**src/rtl/md5_compress_iter.sv**
```systemverilog
// Iterative MD5 compression of one 512-bit block, STEPS_PER_CYCLE rounds per clock,
// with feed-forward of the chaining value and valid/ready handshakes on both sides.
module md5_compress_iter #(
  parameter int STEPS_PER_CYCLE = 1
) (
  input  logic         clk,
  input  logic         rst_n,
  input  logic         in_valid,
  output logic         in_ready,
  input  logic [511:0] block,
  input  logic [127:0] chain_in,
  output logic         out_valid,
  input  logic         out_ready,
  output logic [127:0] digest,
  output logic         busy
);

  localparam int S = STEPS_PER_CYCLE;

  if (!(S == 1 || S == 2 || S == 4 || S == 8 || S == 16)) begin : g_bad_steps
    $error("md5_compress_iter: STEPS_PER_CYCLE must be 1, 2, 4, 8 or 16");
  end

  localparam logic [5:0] STEP_INC   = 6'(S);
  localparam logic [5:0] LAST_GROUP = 6'(64 - S);

  localparam logic [31:0] K_TAB [64] = '{
    32'hd76aa478, 32'he8c7b756, 32'h242070db, 32'hc1bdceee,
    32'hf57c0faf, 32'h4787c62a, 32'ha8304613, 32'hfd469501,
    32'h698098d8, 32'h8b44f7af, 32'hffff5bb1, 32'h895cd7be,
    32'h6b901122, 32'hfd987193, 32'ha679438e, 32'h49b40821,
    32'hf61e2562, 32'hc040b340, 32'h265e5a51, 32'he9b6c7aa,
    32'hd62f105d, 32'h02441453, 32'hd8a1e681, 32'he7d3fbc8,
    32'h21e1cde6, 32'hc33707d6, 32'hf4d50d87, 32'h455a14ed,
    32'ha9e3e905, 32'hfcefa3f8, 32'h676f02d9, 32'h8d2a4c8a,
    32'hfffa3942, 32'h8771f681, 32'h6d9d6122, 32'hfde5380c,
    32'ha4beea44, 32'h4bdecfa9, 32'hf6bb4b60, 32'hbebfbc70,
    32'h289b7ec6, 32'heaa127fa, 32'hd4ef3085, 32'h04881d05,
    32'hd9d4d039, 32'he6db99e5, 32'h1fa27cf8, 32'hc4ac5665,
    32'hf4292244, 32'h432aff97, 32'hab9423a7, 32'hfc93a039,
    32'h655b59c3, 32'h8f0ccc92, 32'hffeff47d, 32'h85845dd1,
    32'h6fa87e4f, 32'hfe2ce6e0, 32'ha3014314, 32'h4e0811a1,
    32'hf7537e82, 32'hbd3af235, 32'h2ad7d2bb, 32'heb86d391
  };

  // Rotate amounts indexed by {round, step mod 4}.
  localparam logic [4:0] S_TAB [16] = '{
    5'd7, 5'd12, 5'd17, 5'd22,
    5'd5, 5'd9,  5'd14, 5'd20,
    5'd4, 5'd11, 5'd16, 5'd23,
    5'd6, 5'd10, 5'd15, 5'd21
  };

  typedef enum logic [1:0] {
    ST_IDLE,
    ST_RUN,
    ST_FINAL,
    ST_DONE
  } state_e;

  // Field order matches the chain_in packing, so a plain cast loads A..D.
  typedef struct packed {
    logic [31:0] d;
    logic [31:0] c;
    logic [31:0] b;
    logic [31:0] a;
  } work_t;

  function automatic work_t md5_step(input work_t w, input logic [5:0] i,
                                     input logic [511:0] m);
    logic [31:0] f;
    logic [31:0] t;
    logic [63:0] dbl;
    logic [3:0]  lo;
    logic [3:0]  g;
    work_t       r;
    lo = i[3:0];
    unique case (i[5:4])
      2'd0: begin
        f = (w.b & w.c) | (~w.b & w.d);
        g = lo;
      end
      2'd1: begin
        f = (w.b & w.d) | (w.c & ~w.d);
        g = lo * 4'd5 + 4'd1;
      end
      2'd2: begin
        f = w.b ^ w.c ^ w.d;
        g = lo * 4'd3 + 4'd5;
      end
      default: begin
        f = w.c ^ (w.b | ~w.d);
        g = lo * 4'd7;
      end
    endcase
    t   = w.a + f + K_TAB[i] + m[{g, 5'd0} +: 32];
    // Upper half of the doubled word shifted left is the left rotation.
    dbl = {t, t} << S_TAB[{i[5:4], i[1:0]}];
    r.a = w.d;
    r.b = w.b + dbl[63:32];
    r.c = w.b;
    r.d = w.c;
    return r;
  endfunction

  state_e       state_q, state_d;
  logic [5:0]   step_q, step_d;
  logic [511:0] blk_q, blk_d;
  work_t        chain_q, chain_d;
  work_t        work_q, work_d;
  logic [127:0] digest_q, digest_d;
  work_t        work_nx;

  // NOTE: blocking assignments are correct here; the variable is rewritten per
  // unrolled step so each step sees the previous step's result within one cycle.
  always_comb begin
    work_t w;
    w = work_q;
    for (int j = 0; j < S; j++) begin
      w = md5_step(w, step_q + 6'(j), blk_q);
    end
    work_nx = w;
  end

  // NOTE: every _d gets its hold value first, so no path leaves it unassigned
  // and no latch is inferred.
  always_comb begin
    state_d  = state_q;
    step_d   = step_q;
    blk_d    = blk_q;
    chain_d  = chain_q;
    work_d   = work_q;
    digest_d = digest_q;
    unique case (state_q)
      ST_IDLE: begin
        if (in_valid) begin
          blk_d   = block;
          chain_d = work_t'(chain_in);
          work_d  = work_t'(chain_in);
          step_d  = 6'd0;
          state_d = ST_RUN;
        end
      end
      ST_RUN: begin
        work_d = work_nx;
        step_d = step_q + STEP_INC;
        if (step_q == LAST_GROUP) begin
          state_d = ST_FINAL;
        end
      end
      ST_FINAL: begin
        digest_d = {chain_q.d + work_q.d, chain_q.c + work_q.c,
                    chain_q.b + work_q.b, chain_q.a + work_q.a};
        state_d  = ST_DONE;
      end
      default: begin
        if (out_ready) begin
          state_d = ST_IDLE;
        end
      end
    endcase
  end

  // NOTE: non-blocking assignments for all state so every flop samples the
  // pre-edge values regardless of statement order.
  always_ff @(posedge clk or negedge rst_n) begin
    if (!rst_n) begin
      state_q  <= ST_IDLE;
      step_q   <= 6'd0;
      blk_q    <= '0;
      chain_q  <= '0;
      work_q   <= '0;
      digest_q <= '0;
    end else begin
      state_q  <= state_d;
      step_q   <= step_d;
      blk_q    <= blk_d;
      chain_q  <= chain_d;
      work_q   <= work_d;
      digest_q <= digest_d;
    end
  end

  // in_ready must stay low while reset is held even though the state reads IDLE.
  assign in_ready  = rst_n && (state_q == ST_IDLE);
  assign out_valid = (state_q == ST_DONE);
  assign busy      = (state_q == ST_RUN) || (state_q == ST_FINAL);
  assign digest    = digest_q;

endmodule

```
**config.mk**
```make
export PLATFORM = sky130hd
export DESIGN_NAME = md5_compress_iter
export DESIGN_NICKNAME = d
export VERILOG_FILES = /design/src/rtl/md5_compress_iter.sv
export SDC_FILE = /design/constraint.sdc
export NUM_CORES = 2
export LEC_CHECK = 0
export CORE_MARGIN = 2
export CORE_UTILIZATION = 39
export DETAILED_ROUTE_END_ITERATION = 10
export GPL_ROUTABILITY_DRIVEN = 1
export HOLD_SLACK_MARGIN = 0.1
export SLEW_MARGIN = 5
export SYNTH_ARGS = -nofsm -noshare
export SYNTH_HDL_FRONTEND = slang
export SYNTH_SLANG_ARGS = --single-unit
```
**constraint.sdc**
```tcl
create_clock -name clk -period 9.21 [get_ports clk]
set_clock_uncertainty 0.1 [all_clocks]
set_input_delay 0.921 -clock clk [delete_from_list [all_inputs] [get_ports clk]]
set_output_delay 0.921 -clock clk [all_outputs]
set_load 0.01 [all_outputs]
```
Word-level counts from Yosys, hierarchy flattened
Memories as Yosys holds them, arrays and structs flattened.
Index checks and enable logic that the tools add are counted.

storage, ports and cells
  register bits = 904
  bits in read-only memories = 2128
  input bits = 644
  word-level logic and storage cells = 77
  memories kept = 2

operators by class
  add/sub/neg operators = 11
  multiply operators = 3
  order comparisons = 2
  eq/ne operators = 8
  shift-type cells = 2
  muxes and demuxes = 14
  bitwise gates (word level) = 14
  reductions and logical operators = 9

memories
  name             words  bits a word  read ports  clocked after memory_dff  write ports  RTL line  text
  (no name shown)  64     32           1           0                         0            96        t = w.a + f + K_TAB[i] + m[{g, 5'd0} +: 32];
  (no name shown)  16     5            1           0                         0            98        dbl = {t, t} << S_TAB[{i[5:4], i[1:0]}];

operators by type and width
  cell                   count
  $shiftx A512 B10 Y32   1
  $add A32 B32 Y32       8
  $pmux W128 S2          1
  $and A32 B32 Y32       4
  $mux W128              1
  $or A32 B32 Y32        3
  $pmux W32 S3           1
  $xor A32 B32 Y32       3
  $mux W32               2
  $not A32 Y32           2
  $shl A64 B5 Y64        1
  $pmux W4 S3            1
  $pmux W6 S2            1
  $mux W5                2
  $mul A4 B3 Y4 const B  2
  $ge A7 B7 Y1 const B   1
  $not A6 Y7             1
  $add A6 B1 Y6 const B  1
  $eq A2 B2 Y1 const B   3
  $eq A6 B6 Y1 const B   1
  $mux W2                3
  $mux W6                1
  $pmux W2 S3            1
  $ge A5 B5 Y1 const B   1
  13 further kinds       17

Longest topological paths before layout
  word-level depth = 10
  gate-level depth with buffers = 46
  gate-level depth less buffers = 42

Worst setup path after synthesis
Ideal clock, no wire load.

  kind = register to register
  start point = register step_q[2]
  end point = register work_q, in the netlist work_nx[95]
  setup time = 0.080 ns
  arrival = 9.707 ns
  setup slack = -0.678 ns
  stages on the path, launching flop included = 44
  buffers on the path = 4
  clock period less this slack = 9.888 ns
  path through = dfrtp_1 > buf_6 > inv_2 > buf_1 > ha_1 > fa_1 > xnor3_1 > mux2i_1 > nor2_1 > nor3_1 > buf_2 > clkbuf_1 > mux2_2 > a21oi_1 > fa_1 > inv_1 > ha_1 > inv_1 > (+8 left out) > or2_2 > o211ai_1 > o31ai_1 > nor2_1 > a21oi_1 > ha_1 > a21o_1 > a21oi_1 > o21bai_1 > a2111o_1 > a21oi_1 > o21ai_0 > a221o_1 > a41oi_1 > a21oi_1 > a2111o_1 > and2_1 > o211ai_2

between the ends
  cells in the longest elaborated chain, start to end = 9
  elaborated cells between the ends (all ways) = 16
  classes of those cells = 5 x add/sub; 3 x mul; 2 x shift; 4 x mux; 1 x bitwise; 1 x memory

ends and longest elaborated chain
  element                                                RTL line  text
  start, declared                                        107       logic [5:0] step_q, step_d;
  start signal, assigned                                 176       step_q <= step_d;
  branches (longest 5 deep; another with $mul A4 B2 Y4)  n/a
  $add A32 B32 Y32 (*)                                   96
  $shl A64 B5 Y64 (*)                                    98
  $add A32 B32 Y32 (*)                                   100       r.b = w.b + dbl[63:32];
  $pmux W128 S2 (*)                                      134       unique case (state_q)
  end signal, assigned                                   179       work_q <= work_d;
  end, declared                                          110       work_t work_q, work_d;

Every way passes the cells marked *. The select of a mux whose other input is x is not followed.
A chain may end at the register's enable or synchronous reset.

Worst setup path after layout
  start point = register step_q[1]
  end point = register work_q, in the netlist work_nx[95]

between the ends
  cells in the longest elaborated chain, start to end = 9
  elaborated cells between the ends (all ways) = 20
  classes of those cells = 5 x add/sub; 3 x mul; 2 x shift; 6 x mux; 2 x bitwise; 2 x memory

ends and longest elaborated chain
  element                                                   RTL line
  branches (longest 6 deep; another with $add A32 B32 Y32)  n/a
  $shl A64 B5 Y64 (*)                                       98
  $add A32 B32 Y32 (*)                                      100
  $pmux W128 S2 (*)                                         134

Marks and branches as above.

==> metrics.txt <==
outcome=finished, violations left; violated checks=setup timing; flop2flop setup slack=-150 ps; initial detailed-routing violation count=3291; share of layout cells above drive strength 1=0.3062; setup slack after layout=-150.4 ps; die area=0.1472 mm^2; Placement Cell Area=0.07061 mm^2; H-tree levels=3; Chip Width=383.7 um; M3 GR Usage=0.06105; worst setup path startpoint=step_q[1]$_DFFE_PN0P_; RSZ-0062 raised after global routing=yes; routability congestion estimate=1.024; met1 Use GR=0.3831; Avg WL per Cell=27.00 um; syn_area_per_cell=around 11 um^2; CP arrival=roughly 10000 ps; core area=~0.14 mm^2; Clock Sinks=904; Filler Cell Count=roughly 13000; Final Hold Viols=0; CP Data Required Time=9820 ps; gr busiest metal=met2; Synth Register Bits=roughly 900; I/O pin total=775; synthesized area=0.05621 mm^2; drc violations=0; maximum number of pins on one net before global-route repair=approximately 240; drt via density=5.552; HPWL Detailed=183900 um; Slew Limit Fails=0; Yosys warnings=0; initial core utilization=0.3923; reg2reg end=work_nx[95]$_DFFE_PN0P_; Hold Crit Depth=1; Worst path max stage delay=roughly 650 ps; worst r2r src=step_q[1]$_DFFE_PN0P_; Worst Path Max Fanout=4; Seq/Total Area, Yosys=0.4024; Worst Hold End=digest[79]$_DFFE_PN0N_; Util after Layout=0.5291; clk buf depth=3; post-synth net total=6130; top_reg_cell synth=dfrtp_1; M2 GR Usage=0.5062; Mapped Cells=around 5200; max-cap violations=0; Seq. cell area=0.02264 mm^2; worst min-delay path class=flop to flop; CTS Buf Count=102; WHS=~380 ps; Max Fclk=106.8 MHz; Post-DRT Antenna Nets=0; Clock Tree Root=clkbuf_16; Port Buffers=774; total track usage=0.3065; global-route wire length before repair=328600 um; final WL=approximately 230000 um; initial antenna violation count=between 50 and 60; Row Count=139; Worst-path clk slew=70 ps; CP Class=flop to flop; multi-input logic area=0.03292 mm^2; Area Growth Syn to Fin=34.88%; Post-synth EDFFs=0; Final Cycle Share=1.016; min cycle time layout=between 9000 and 10000 ps; ys async rst share=1.000; Vias=47170; CTS tree=done; NumNets Final=7410; Die Ht=~380 um; final setup violation count=8; Slowest cell on crit path=fa_1; worst skew pair latency=780 ps; number of global-route vias before repair=47190; cell area after layout=0.07582 mm^2; Startpoint Class=flop; Worst Tran Pin Value=1188 ps; global route total overflow=0; Yosys cell types=88; Hold Crit Start=digest[79]$_DFFE_PN0N_; Crit. End Element=flop; first-pass detailed-route iteration total=6; Reg2Reg Depth=43; max_slew headroom=0.2082
==> per-stage QoR <==
step	setup WS, ps	std cells	setup TNS, ps
2_1_floorplan	1.802	5198	0
3_3_place_gp	-543.2	8231	-3649
3_5_place_dp	-631.7	8231	-5679
4_1_cts	-21.13	8445	-21.13
5_1_grt	-433.1	8489	-3573
6_report	-150.4	8495	-309.7
==> cell type report <==
type / instances / share of cell area
flip-flops and latches: 904 / 0.2985
inverters: 187 / 0.009373
repair buffers: 1469 / 0.1781
well taps: 1903 / 0.03140
clock inverters: 53 / 0.009522
multi-input cells: 3814 / 0.4342
diodes: 27 / 0.0008911
clock buffers: 138 / 0.03796
==> flip-flops by register name (all words and copies together), names as in the netlist <==
name and flops:
step_q 6, state_q 2, blk_q 512, chain_q 128, digest 128, work_q 32
work_nx 96
==> critical path, delay by kind of cell, from the launching register on <==
family,cells,cell delay (ps)
flops,1,430
mux,1,520
simple gates,5,1030
fa+ha+maj,5,1740
buf+inv,9,1160
compound gates,23,4290
==> cell families (layout without fill, tap and decap cells) <==
| family | after synthesis | in the layout | share of synthesized area |
|---|---|---|---|
| fa+ha+maj | 288 | 288 | 0.07332 |
| other cells | 0 | 27 | 0 |
| xor+xnor | 196 | 196 | 0.03176 |
| compound gates | 1194 | 1194 | 0.1303 |
| flops | 904 | 904 | 0.4024 |
| mux | 1153 | 1153 | 0.2519 |
| buf+inv | 480 | 1847 | 0.03265 |
| simple gates | 983 | 983 | 0.07768 |
==> timing repair <==
item                                    CTS  global route
resized for setup                       121           143
cloned                                    2             0
pin swaps                                42            96
hold endpoints to repair                  1             0
hold buffers                              1             0
endpoints found under the setup margin   19            23
buffers inserted                         20            25
==> placed cells by master (no fill, tap or decap), types with 15 or more instances in the layout <==
cell type and n:
a31oi_1 58, nand3_1 43, fa_1 66, clkinv_2 22, o21bai_1 28, inv_1 176
ha_4 15, clkbuf_8 19, nand2_1 366, clkdlybuf4s50_1 773, nor2b_1 90, nor2_1 288
xnor2_1 143, dfrtp_1 899, buf_4 647, o21ai_1 26, o211ai_1 25, nand2b_1 23
a21oi_2 57, mux4_2 129, mux2i_1 226, and3_1 25, xor2_1 40, a21oi_1 290
nor3_1 49, o21ai_0 338, clkbuf_16 102, ha_1 200, buf_12 33, clkbuf_1 17
o21a_1 40, a21o_1 90, a211oi_1 41, o31ai_1 18, diode_2 27, mux2_2 783
==> worst max path at each step <==
stage	endpoint	slack (ps)
floorplan	work_nx[95]$_DFFE_PN0P_	2
global placement	work_nx[95]$_DFFE_PN0P_	-540
detailed placement	work_nx[95]$_DFFE_PN0P_	-630
CTS	work_nx[95]$_DFFE_PN0P_	-20
global route	work_nx[95]$_DFFE_PN0P_	-430
finish	work_nx[95]$_DFFE_PN0P_	-150
==> Yosys cell counts (29+ instances only) <==
cell,n,area (um^2)
mux4_2,129,2905
nor2_1,303,1137
nor2b_1,92,575.6
o21ai_0,370,1852
nand2_1,370,1389
a31oi_1,61,381.6
buf_1,59,221.5
mux2_2,790,8896
o21a_1,40,300.3
dfrtp_1,904,22620
xor2_1,42,367.9
o21bai_1,29,217.7
a21o_1,90,675.7
nor3_1,59,295.3
nand3_1,43,215.2
fa_1,69,1381
a211oi_1,46,345.3
ha_1,219,2740
inv_1,182,683.2
mux2i_1,232,2322
xnor2_1,149,1305
a21oi_1,353,1767
clkbuf_1,216,810.8
==> metal layers <==
layer,up-vias,routed length (um)
met5,-,302
met4,44,12530
met1,23620,92620
met2,1663,108800
met3,397,15070
li1,21440,-
Power is not shown: default switching activity piles up to over one toggle a cycle in this logic, so the estimate is an artifact.
